$ cat config.mk
export PLATFORM = sky130hd
export DESIGN_NAME = binary_quiz_game
export DESIGN_NICKNAME = d
export VERILOG_FILES = /design/src/rtl/binary_quiz_game.sv
export SDC_FILE = /design/constraint.sdc
export NUM_CORES = 1
export LEC_CHECK = 0
export BUFFER_PORTS_ARGS = -buffer_cell sky130_fd_sc_hd__buf_2
export CAP_MARGIN = 5
export CORE_UTILIZATION = 45
export DETAILED_ROUTE_END_ITERATION = 6
export PLACE_DENSITY = 0.71
export SKIP_CTS_REPAIR_TIMING = 1
export SLEW_MARGIN = 20
export SYNTH_ARGS = -nofsm -noshare
export SYNTH_HDL_FRONTEND = slang
export SYNTH_SLANG_ARGS = --single-unit
$ cat constraint.sdc
create_clock -name clk -period 4.1 [get_ports clk]
set_input_delay 0.205 -clock clk [delete_from_list [all_inputs] [get_ports clk]]
set_output_delay 0.205 -clock clk [all_outputs]
set_load 0.05 [all_outputs]
$ cat src/rtl/binary_quiz_game.sv
// Binary quiz game: shows a random 4-bit add/sub problem and grades the player's 5-bit answer.
// Keeps score over a fixed-length round and shows correct/wrong feedback.
module binary_quiz_game #(
    parameter logic [7:0] SEED            = 8'hA5,
    parameter int         FEEDBACK_CYCLES = 25_000_000,
    parameter int         NUM_QUESTIONS   = 10
) (
    input  logic        clk,
    input  logic        rst,
    input  logic [4:0]  btn_pulse,
    input  logic [15:0] sw,
    output logic [15:0] led,
    output logic [63:0] grid,
    output logic        check_ok,
    output logic [7:0]  score
);

    localparam logic [7:0]      SEED_EFF = (SEED == 8'h00) ? 8'h01 : SEED;
    localparam int              FB_W     = (FEEDBACK_CYCLES > 1) ? $clog2(FEEDBACK_CYCLES) : 1;
    localparam logic [FB_W-1:0] FB_LOAD  = FB_W'(FEEDBACK_CYCLES - 1);
    localparam logic [FB_W-1:0] FB_ONE   = FB_W'(1);
    localparam logic [3:0]      LAST_Q   = 4'(NUM_QUESTIONS - 1);
    localparam logic [3:0]      NQ4      = 4'(NUM_QUESTIONS);

    typedef enum logic [2:0] {
        ST_IDLE     = 3'd0,
        ST_LOAD     = 3'd1,
        ST_ASK      = 3'd2,
        ST_FEEDBACK = 3'd3,
        ST_DONE     = 3'd4
    } state_t;

    // Subtraction answer carries the borrow in bit 4 above the 4-bit difference.
    function automatic logic [4:0] expected_answer(input logic [3:0] a, input logic [3:0] b,
                                                   input logic is_sub);
        logic [3:0] diff;
        diff = a - b;
        if (is_sub) begin
            expected_answer = {(a < b), diff};
        end else begin
            expected_answer = {1'b0, a} + {1'b0, b};
        end
    endfunction

    state_t          state_r, state_s;
    logic [7:0]      lfsr_r, lfsr_s;
    logic [3:0]      op_a_r, op_a_s, op_b_r, op_b_s;
    logic            op_r, op_s;
    logic [3:0]      q_idx_r, q_idx_s;
    logic [7:0]      score_r, score_s;
    logic            check_ok_r, check_ok_s;
    logic [FB_W-1:0] fb_cnt_r, fb_cnt_s;
    logic            start_s, submit_s, correct_s;
    logic [15:0]     led_s;
    logic [63:0]     grid_s;
    logic            unused_s;

    assign start_s  = btn_pulse[1];
    assign submit_s = btn_pulse[0];
    assign unused_s = ^{btn_pulse[4:2], sw[15:11], sw[9:7], sw[1:0]};

    // Next-state and datapath: start pre-empts everything, including a same-cycle submit.
    always_comb begin
        state_s    = state_r;
        lfsr_s     = {lfsr_r[6:0], lfsr_r[7] ^ lfsr_r[5] ^ lfsr_r[4] ^ lfsr_r[3]};
        op_a_s     = op_a_r;
        op_b_s     = op_b_r;
        op_s       = op_r;
        q_idx_s    = q_idx_r;
        score_s    = score_r;
        check_ok_s = check_ok_r;
        fb_cnt_s   = fb_cnt_r;
        correct_s  = (sw[6:2] == expected_answer(op_a_r, op_b_r, op_r));
        if (start_s) begin
            state_s    = ST_LOAD;
            q_idx_s    = 4'd0;
            score_s    = 8'd0;
            check_ok_s = 1'b0;
            fb_cnt_s   = '0;
        end else begin
            case (state_r)
                ST_IDLE: begin
                    state_s = ST_IDLE;
                end
                ST_LOAD: begin
                    op_a_s  = lfsr_r[3:0];
                    op_b_s  = lfsr_r[7:4];
                    op_s    = sw[10];
                    state_s = ST_ASK;
                end
                ST_ASK: begin
                    if (submit_s) begin
                        check_ok_s = correct_s;
                        if (correct_s && (score_r != 8'hFF)) begin
                            score_s = score_r + 8'd1;
                        end else begin
                            score_s = score_r;
                        end
                        fb_cnt_s = FB_LOAD;
                        state_s  = ST_FEEDBACK;
                    end else begin
                        state_s = ST_ASK;
                    end
                end
                ST_FEEDBACK: begin
                    if (fb_cnt_r == '0) begin
                        if (q_idx_r == LAST_Q) begin
                            state_s = ST_DONE;
                        end else begin
                            q_idx_s = q_idx_r + 4'd1;
                            state_s = ST_LOAD;
                        end
                    end else begin
                        fb_cnt_s = fb_cnt_r - FB_ONE;
                    end
                end
                ST_DONE: begin
                    state_s = ST_DONE;
                end
                default: begin
                    state_s = ST_IDLE;
                end
            endcase
        end
    end

    // State and datapath registers.
    always_ff @(posedge clk or negedge rst) begin
        if (!rst) begin
            state_r    <= ST_IDLE;
            lfsr_r     <= SEED_EFF;
            op_a_r     <= 4'd0;
            op_b_r     <= 4'd0;
            op_r       <= 1'b0;
            q_idx_r    <= 4'd0;
            score_r    <= 8'd0;
            check_ok_r <= 1'b0;
            fb_cnt_r   <= '0;
        end else begin
            state_r    <= state_s;
            lfsr_r     <= lfsr_s;
            op_a_r     <= op_a_s;
            op_b_r     <= op_b_s;
            op_r       <= op_s;
            q_idx_r    <= q_idx_s;
            score_r    <= score_s;
            check_ok_r <= check_ok_s;
            fb_cnt_r   <= fb_cnt_s;
        end
    end

    // LED and grid decode from registered state; only the ASK answer row follows live switches.
    always_comb begin
        led_s  = 16'h0000;
        grid_s = 64'h0;
        case (state_r)
            ST_IDLE: begin
                led_s = 16'h0000;
            end
            ST_LOAD: begin
                led_s[12:0] = {q_idx_r, op_r, op_b_r, op_a_r};
            end
            ST_ASK: begin
                led_s[12:0]   = {q_idx_r, op_r, op_b_r, op_a_r};
                grid_s[3:0]   = op_a_r;
                grid_s[11:8]  = op_b_r;
                grid_s[16]    = op_r;
                grid_s[60:56] = sw[6:2];
            end
            ST_FEEDBACK: begin
                led_s[12:0] = {q_idx_r, op_r, op_b_r, op_a_r};
                led_s[13]   = check_ok_r;
                led_s[14]   = !check_ok_r;
                grid_s      = check_ok_r ? {64{1'b1}} : 64'hAA55_AA55_AA55_AA55;
            end
            ST_DONE: begin
                led_s[12:0]   = {q_idx_r, op_r, op_b_r, op_a_r};
                led_s[15]     = 1'b1;
                grid_s[7:0]   = score_r;
                grid_s[59:56] = NQ4;
            end
            default: begin
                led_s = 16'h0000;
            end
        endcase
    end

    assign led      = led_s;
    assign grid     = grid_s;
    assign check_ok = check_ok_r;
    assign score    = score_r;

endmodule

==> impl_metrics.py, run 1 <==
metrics = {
    "yosys": {
        "syn-cell-area_sq_mm": 0.00393,
        "dominantRegCellSynth": "dfrtp_1",
        "synth.area.mux_share": 0.0360,
        "syn_area_per_cell_sq_um": 8.76,
        "synth_cell_types": 57,
        "synth_fa_ha_area_frac": 0.0485,
        "synth-edff-count": 0,
        "ys_seq_elements": 58,
        "synth_simple_gate_area_frac": 0.260,
        "synth_async_sr_flop_share": 1.00,
        "synthXorXnorAreaFrac": 0.0424,
        "ys_seq_area_frac": 0.371,
        "synth_cells": 448,
        "synth_fp_nets": 485,
        "synth_top_family_by_area": "simple AND/OR/NAND/NOR gates",
        "synth_compound_area_frac": 0.119,
        "ys_warn_count": 0,
    },
    "power_and_ir_drop": {
        "power.internal_mw": 1.09,
        "pwr-share-seq": 0.378,
        "pwr-share-comb": 0.306,
        "power.leakage_nw": 2.16,
        "total_power_mw": 1.74,
        "switchingPower_uw": 642,
        "vdd_drop_max_uv": 192,
        "cellPowerDensity_mw_per_mm2": 396,
        "clkPwrFrac": 0.316,
        "swShare": 0.370,
    },
    "placed_design": {
        "pre_cts_ws_ns": 1.08,
        "place_inst": 592,
        "portBuffers": 98,
        "place_congestion": 0.873,
        "hpwl_mm": 6.33,
    },
    "timing": {
        "fin_ws_ns": 0.987,
        "relSlewSlack": 0.400,
        "period_needed_ns": 3.11,
        "fmax_mhz": 321,
        "hold_viol_final": 0,
        "setup_viol": 0,
        "skew_ns": 0.0127,
        "period_share": 0.759,
        "tightest_slew_ns": 0.896,
        "rsz0062_at_grt": "false",
        "setup-tns-final_ns": 0,
        "drv_slew": 0,
    },
    "clock_network": {
        "path_clk_slew_ns": 0.06,
        "cts-root-buf": "clkbuf_8",
        "clockBufferDepth": 2,
        "cts-buffers-inserted": 9,
        "cts_tree": "done",
        "htree_levels": 3,
        "clk_latency_ns": 0.34,
        "clock_sinks": 58,
    },
    "final_layout": {
        "nets": 535,
        "area_growth_pct": 11.8,
        "drive_gt1_frac": 0.282,
        "final_cell_count_no_fill": 608,
        "fillers": 814,
        "diodes": 0,
        "fin_util": 0.526,
    },
    "worst_setup_path": {
        "worstPathRequired_ns": 3.89,
        "cp.arrival_ns": 2.91,
        "start_kind": "flop",
        "path_max_fanout": 26,
        "cp-end-kind": "output port",
        "crit_type": "reg -> out",
    },
    "grt": {
        "grt_pass1_wl_mm": 14.3,
        "grt_util_all_layers": 0.204,
        "antenna_found_initial": 0,
        "grt_pass1_vias": 2955,
        "grt_max_degree": 59,
        "overflow": 0,
    },
    "drt": {
        "wl_per_cell_um": 14.5,
        "drt_iter0_drc": 163,
        "drc_errors": 0,
        "routed_wl_mm": 8.82,
        "first_pass_iters": 4,
        "vias_per_cell": 5.31,
        "ant_nets": 0,
        "vias": 3231,
    },
    "floorplan": {
        "coreArea_sq_mm": 0.00834,
        "start_util": 0.471,
        "rows": 33,
        "die_y_um": 95.4,
        "die_x_um": 95.4,
        "io_pins": 112,
        "dieArea_sq_mm": 0.00910,
    },
    "run_status": {
        "outcome": "finished clean",
    },
    "hold_path": {
        "hp-class": "in -> async",
    },
    "job": {
        "maxCapViolations": 0,
    },
}
power groups by stage:
stage                     Combinational [mW]  Clock [mW]  Sequential [mW]
after detailed placement               0.531           0            0.667
after floorplan                        0.468           0            0.647
after global placement                 0.522           0            0.664
after global routing                   0.583       0.590            0.664
final                                  0.531       0.548            0.657
after CTS                              0.533       0.562            0.657
Yosys cell counts, drive strengths merged, types with 11 or more instances:
library cell	n	area share
clkbuf	16	0.015
nand2	33	0.032
nand2b	11	0.018
nor2	47	0.045
xnor2	14	0.031
ha	12	0.038
buf	48	0.091
inv	15	0.014
nor3	15	0.019
and2	15	0.024
dfrtp	54	0.34
o21ai	16	0.020
a21oi	20	0.026
nor4	18	0.034
metrics by stage:
stage               cell area (sq um)  hold slack [ns]
floorplan                        3930          -0.0906
global placement                 4180            0.378
detailed placement               4180            0.375
CTS                              4390           0.0429
global route                     4390           0.0870
finish                           4390           0.0275
cells by family (layout without fill, tap and decap cells):
kind of cell	Yosys count	in the layout
AOI/OAI and AO/OA	72	72
xor gates and xnor gates	19	19
muxes	13	13
buffers and inverters	81	136
DFF	58	58
and+or+nand+nor	191	191
adders and majority gates	14	14
path summary, 6_finish.rpt:
kind	from	to	slack [ns]	cells after the start
worst max register to register	op_a_r[0]	score[2]	1.05	9
worst max-delay path	state_r[0]	grid[5]	0.99	5
worst min-delay path	rst	lfsr_r[4]	0.03	2
max in group asynchronous	rst	score[3]	3.59	2
worst min register to register	lfsr_r[0]	lfsr_r[1]	0.40	0
min in group clk	sw[10]	op_r	0.10	2
final cells by class:
cell class                 count  area, sq um  share of cell area
multi-input combinational    309         2000               0.456
sequential                    58         1460               0.332
timing repair buffer         103          528               0.120
clock buffer                  14          173              0.0394
tap                          105          131              0.0299
inverter                      17         63.8              0.0145
clock inverter                 2         35.0             0.00799
metal layers:
metal / up-vias / GRT usage / wire length [um]
met5: - / 0 / 0
met4: 0 / 0.0721 / 63
met3: 6 / 0.0343 / 387
met2: 68 / 0.338 / 4300
met1: 1542 / 0.267 / 4070
li1: 1615 / - / -
worst max-delay path: stages, from the launching register on:
cell and delay [ns]:
dfrtp_1 0.72, nand3b_1 0.41, inv_1 0.46, and2_1 0.58, a21o_1 0.14, buf_2 0.26
sequential cells by signal, indices dropped and copies added (netlist names):
| register | cells |
|---|---|
| state_r | 3 |
| op_r | 1 |
| fb_cnt_r | 25 |
| q_idx_r | 4 |
| lfsr_r | 8 |
| check_ok | 1 |
| op_a_r | 4 |
| op_b_r | 4 |
| score | 8 |
placed cells by master, fill, tap and decap left out, types with 10 or more instances in the layout:
master	instances
nor3_1	15
xnor2_1	14
inv_1	15
clkbuf_8	12
dfrtp_1	54
nor2b_1	10
buf_2	98
nor4_1	16
a21oi_1	20
nand2b_1	11
nand2_1	33
and2_1	15
ha_1	12
o21ai_0	16
nand3_1	10
nor2_1	47
(Power assumes the default switching activity.)
==> inputs of run 2 (changes only) <==
--- a/config.mk
+++ b/config.mk
@@ -9,7 +9,7 @@
 export CAP_MARGIN = 5
 export CORE_UTILIZATION = 45
 export DETAILED_ROUTE_END_ITERATION = 6
-export PLACE_DENSITY = 0.71
+export PLACE_DENSITY = 0.73
 export SKIP_CTS_REPAIR_TIMING = 1
 export SLEW_MARGIN = 20
 export SYNTH_ARGS = -nofsm -noshare
==> constraint.sdc (replaced) <==
create_clock -name clk -period 2.6 [get_ports clk]
set_input_delay 0.13 -clock clk [delete_from_list [all_inputs] [get_ports clk]]
set_output_delay 0.13 -clock clk [all_outputs]
set_load 0.05 [all_outputs]
==> run 2 against run 1 <==
The flow now finishes with violations (hold timing). Die area unchanged. Routed wire length up 5.2%. Clock-buffer cell count down 5. Cell count up 3.5%. Global-route usage down 0.060 points. Worst hold slack worse by 0.081 ns. Sequential share of layout area down 1.6 points. Core utilization up 2.7 points.
==> impl_metrics.py, run 2 (synthesis gave the netlist of run 1 again) <==
metrics = {
    "final_layout": {
        "area_growth_pct": 17.4,
        "layout_common_cells": "98 x buf_2, 54 x dfrtp_1, 47 x nor2_1, 33 x nand2_1, 26 x buf_4",
        "diodes": 0,
        "drive_gt1_frac": 0.342,
        "nets": 556,
        "multi_input_area_sq_mm": 0.00209,
        "regMostFlops": "fb_cnt_r",
        "mostFrequentLayoutCell": "buf_2",
        "seqCellArea_sq_mm": 0.00146,
        "largest_reg_flops": 25,
        "fillers": 751,
    },
    "floorplan": {
        "io_pins": 112,
        "start_util": 0.471,
        "die_y_um": 95.4,
        "coreArea_sq_mm": 0.00834,
        "rows": 33,
        "dieArea_sq_mm": 0.00910,
        "die_x_um": 95.4,
    },
    "clock_network": {
        "cts-root-buf": "clkbuf_8",
        "htree_levels": 3,
        "cts_tree": "done",
        "cts-buffers-inserted": 9,
        "path_clk_slew_ns": 0.08,
        "clockBufferDepth": 2,
        "clk_latency_ns": 0.34,
        "clock_sinks": 58,
    },
    "timing": {
        "period_share": 0.985,
        "setup-tns-final_ns": 0,
        "fmax_mhz": 390,
        "drv_slew": 0,
        "skew_ns": 0.0118,
        "hold_ws_ns": -0.0536,
        "hold_viol_final": 38,
        "tightest_slew_ns": 1.36,
        "period_needed_ns": 2.56,
        "rsz0062_at_grt": "true",
        "setup_viol": 0,
        "relSlewSlack": 0.0874,
    },
    "drt": {
        "vias": 3379,
        "drt_iter0_drc": 111,
        "drc_errors": 0,
        "vias_per_cell": 5.37,
        "routed_wl_mm": 9.28,
        "ant_nets": 0,
        "wl_per_cell_um": 14.7,
        "first_pass_iters": 4,
    },
    "grt": {
        "overflow": 0,
        "grt_use_met1": 0.251,
        "grt_max_degree": 42,
        "grt_busiest_layer": "met2",
        "grt_pass1_wl_mm": 14.2,
        "grt_pass1_vias": 3027,
        "antenna_found_initial": 0,
        "gr-usage-met3": 0.0319,
        "globalRouteMet2Util": 0.360,
        "grt_util_all_layers": 0.203,
    },
    "worst_setup_path": {
        "startpoint": "op_a_r[0]",
        "r2r_slack_ns": 0.04,
        "crit_type": "reg -> reg",
        "cp.arrival_ns": 2.79,
        "reg2reg_depth": 9,
        "path_max_fanout": 6,
        "worstPathRequired_ns": 2.83,
        "r2r_end": "score[5]",
        "cp-end-kind": "flop",
        "crit_end": "score[5]",
        "start_kind": "flop",
        "reg2reg_from": "op_a_r[0]",
    },
    "power_and_ir_drop": {
        "cellPowerDensity_mw_per_mm2": 582,
        "power.leakage_nw": 2.27,
        "total_power_mw": 2.68,
        "vdd_drop_max_uv": 453,
    },
    "placed_design": {
        "place_congestion": 0.838,
        "hpwl_mm": 6.68,
        "portBuffers": 98,
    },
    "hold_path": {
        "hp-class": "in -> async",
    },
    "run_status": {
        "outcome": "finished, violations left",
        "violations": "hold timing",
    },
    "job": {
        "maxCapViolations": 0,
    },
}
[run 2: critical path, stage by stage (launching register included)]
cell	delay [ns]
dfrtp_1	0.39
inv_2	0.05
ha_2	0.18
fa_1	0.47
mux2i_1	0.08
xor2_1	0.19
nor3b_2	0.28
nand3_4	0.20
nor4b_2	0.26
mux2_2	0.36
[run 2: area by class of cell]
cell class	count	share of cell area
Clock buffer	9	0.0269
Clock inverter	7	0.0119
Inverter	17	0.0138
Multi-Input combinational cell	309	0.454
Sequential cell	58	0.316
Tap cell	105	0.0285
Timing Repair Buffer	124	0.149
[run 2: how the worst min path moves through the flow]
stage | from | end | slack (ns) | cells past startpoint
after floorplan | rst | check_ok | -0.17 | 0
after global placement | rst | op_b_r[3] | 0.32 | 1
after detailed placement | rst | op_b_r[3] | 0.34 | 1
after CTS | rst | op_b_r[3] | -0.03 | 1
after global routing | rst | op_b_r[3] | 0.007 | 1
final | rst | lfsr_r[1] | -0.05 | 1
[run 2: through the flow]
stage | cell area [sq um] | util | setup slack (ns) | hold WS (ns) | cells
after floorplan | 3930 | - | 0.00260 | -0.166 | 448
after global placement | 4330 | 0.519 | -0.119 | 0.325 | 612
after detailed placement | 4330 | 0.519 | -0.139 | 0.337 | 612
after CTS | 4510 | 0.541 | -0.171 | -0.0334 | 628
after global routing | 4610 | 0.553 | -0.103 | 0.00665 | 629
final | 4610 | 0.553 | 0.0380 | -0.0536 | 629
[run 2: routing by layer]
metal	vias up	routed length (um)
met5	-	0
met4	0	118
met3	15	349
met2	81	4690
met1	1632	4120
li1	1651	-
[run 2: report_power, final]
group | switching (mW) | total (mW) | leakage [nW] | internal, mW
Sequential | 0.0699 | 1.03 | 0.776 | 0.957
Clock | 0.395 | 0.746 | 0.0858 | 0.351
Combinational | 0.627 | 0.912 | 1.40 | 0.285
Total | 1.09 | 2.68 | 2.27 | 1.59
==> inputs of run 3 (changes only) <==
--- a/config.mk
+++ b/config.mk
@@ -7,9 +7,9 @@
 export LEC_CHECK = 0
 export BUFFER_PORTS_ARGS = -buffer_cell sky130_fd_sc_hd__buf_2
 export CAP_MARGIN = 5
-export CORE_UTILIZATION = 45
+export CORE_UTILIZATION = 35
+export CTS_CLUSTER_SIZE = 28
 export DETAILED_ROUTE_END_ITERATION = 6
-export PLACE_DENSITY = 0.73
 export SKIP_CTS_REPAIR_TIMING = 1
 export SLEW_MARGIN = 20
 export SYNTH_ARGS = -nofsm -noshare
==> run 3 against run 2 <==
The flow finishes with violations (setup timing). Global-route usage fell by 3.3 points. Via count is 1.0% higher. Design area grew 2.7%. Cell count is 6.4% higher. Total power rose by 7.3%. Core utilization shrank 12 points. First-iteration DRC count up 99%. Clock skew grew 0.00089 ns. Sequential power barely moved. Fmax fell by 5.1%. Critical path type unchanged. Largest cell class unchanged. Largest power group unchanged.
==> impl_metrics.py, run 3 (synthesis gave the netlist of run 1 again) <==
metrics = {
    "floorplan": {
        "rows": 38,
        "dieArea_sq_mm": 0.0116,
        "coreArea_sq_mm": 0.0109,
        "die_y_um": 108,
        "start_util": 0.360,
        "die_x_um": 108,
        "io_pins": 112,
    },
    "worst_setup_path": {
        "start_kind": "flop",
        "cpPeakStageDelay_ns": 0.50,
        "cp-end-kind": "flop",
        "crit_type": "reg -> reg",
        "reg2reg_depth": 9,
        "reg2reg_from": "op_b_r[0]",
        "path_max_fanout": 3,
        "cp.arrival_ns": 2.97,
        "r2r_slack_ns": -0.1,
        "worstPathRequired_ns": 2.87,
        "r2r_end": "score[6]",
        "crit_end": "score[6]",
        "cp_cell_sequence": "ha_4 -> fa_1 -> mux2i_1 -> xor2_1 -> nor3b_2 -> buf_4 -> nand4_1 -> or4_1 -> a21oi_1",
        "cp_slowest_cell": "fa_1",
        "startpoint": "op_b_r[0]",
    },
    "final_layout": {
        "nets": 561,
        "final_cell_count_no_fill": 669,
        "mostFrequentLayoutCell": "buf_2",
        "regMostFlops": "fb_cnt_r",
        "largest_reg_flops": 25,
        "drive_gt1_frac": 0.340,
        "area_growth_pct": 20.6,
        "diodes": 0,
        "layout_common_cells": "98 x buf_2, 52 x dfrtp_1, 47 x nor2_1, 33 x nand2_1, 30 x buf_4",
    },
    "hold_path": {
        "hp-class": "in -> reg",
        "whs_path_depth": 2,
    },
    "timing": {
        "rsz0062_at_grt": "true",
        "tightest_slew_ns": 1.38,
        "drv_slew": 0,
        "fmax_mhz": 370,
        "period_share": 1.04,
        "setup_viol": 4,
        "skew_ns": 0.0127,
        "fin_ws_ns": -0.0999,
        "period_needed_ns": 2.70,
        "relSlewSlack": 0.0688,
        "hold_viol_final": 0,
    },
    "run_status": {
        "outcome": "finished, violations left",
        "violations": "setup timing",
    },
    "placed_design": {
        "place_congestion": 0.842,
        "place_inst": 649,
        "portBuffers": 98,
        "hpwl_mm": 7.01,
    },
    "power_and_ir_drop": {
        "cellPowerDensity_mw_per_mm2": 608,
        "vdd_drop_max_uv": 230,
        "power.leakage_nw": 2.32,
        "total_power_mw": 2.88,
    },
    "clock_network": {
        "htree_levels": 3,
        "clock_sinks": 58,
        "clockBufferDepth": 2,
        "cts-buffers-inserted": 9,
        "path_clk_slew_ns": 0.08,
        "clk_latency_ns": 0.34,
        "cts_tree": "done",
        "cts-root-buf": "clkbuf_8",
    },
    "grt": {
        "antenna_found_initial": 0,
        "grt_pass1_vias": 3121,
        "grt_util_all_layers": 0.170,
        "grt_max_degree": 32,
        "grt_pass1_wl_mm": 15.4,
        "overflow": 0,
    },
    "drt": {
        "first_pass_iters": 4,
        "drt_iter0_drc": 221,
        "drc_errors": 0,
        "ant_nets": 0,
        "wl_per_cell_um": 14.5,
        "routed_wl_mm": 9.70,
        "vias_per_cell": 5.10,
        "vias": 3413,
    },
    "job": {
        "maxCapViolations": 0,
    },
}
-- run 3: layer usage --
| layer | share of wire | GRT usage |
|---|---|---|
| met3 | 0.048 | 0.0327 |
| met5 | 0 | 0 |
| met1 | 0.44 | 0.207 |
| met2 | 0.50 | 0.303 |
| met4 | 0.013 | 0.0470 |
-- run 3: cell type report --
class | instances | area, sq um
Clock inverter | 5 | 77.6
Multi-Input combinational cell | 309 | 2090
Timing Repair Buffer | 129 | 726
Fill cell | 1051 | 6150
Tap cell | 140 | 175
Clock buffer | 11 | 141
Inverter | 17 | 63.8
Sequential cell | 58 | 1460
-- run 3: worst min-delay path by stage --
stage / from / to
floorplan: rst / check_ok
global placement: rst / fb_cnt_r[2]
detailed placement: rst / fb_cnt_r[2]
CTS: rst / fb_cnt_r[2]
global route: sw[10] / op_r
finish: sw[10] / op_r
-- run 3: per-stage QoR --
stage	cell area, sq um	util	worst slack (ns)	setup TNS, ns	hold slack [ns]
global route	4730	0.435	-0.222	-1.08	0.0152
CTS	4610	0.423	-0.313	-1.66	-0.356
floorplan	3930	-	0.00260	0	-0.166
global placement	4390	0.403	-0.172	-0.723	0.00798
detailed placement	4390	0.403	-0.291	-1.48	0.00930
finish	4730	0.435	-0.0999	-0.248	0.0195
-- run 3: where the power goes --
part           internal, mW  switching [mW]
sequential            0.957          0.0706
combinational         0.283           0.624
clock                 0.563           0.381
-- run 3: worst max-delay path: cells and delay by family (launching register included) --
family	cells	cell delay (ns)
AND/OR/NAND/NOR	3	0.90
adder cells (fa/ha/maj)	2	0.68
flip-flops	1	0.46
XOR/XNOR	1	0.19
buffers and inverters	1	0.18
AO/OA/AOI/OAI	1	0.13
multiplexers	1	0.08
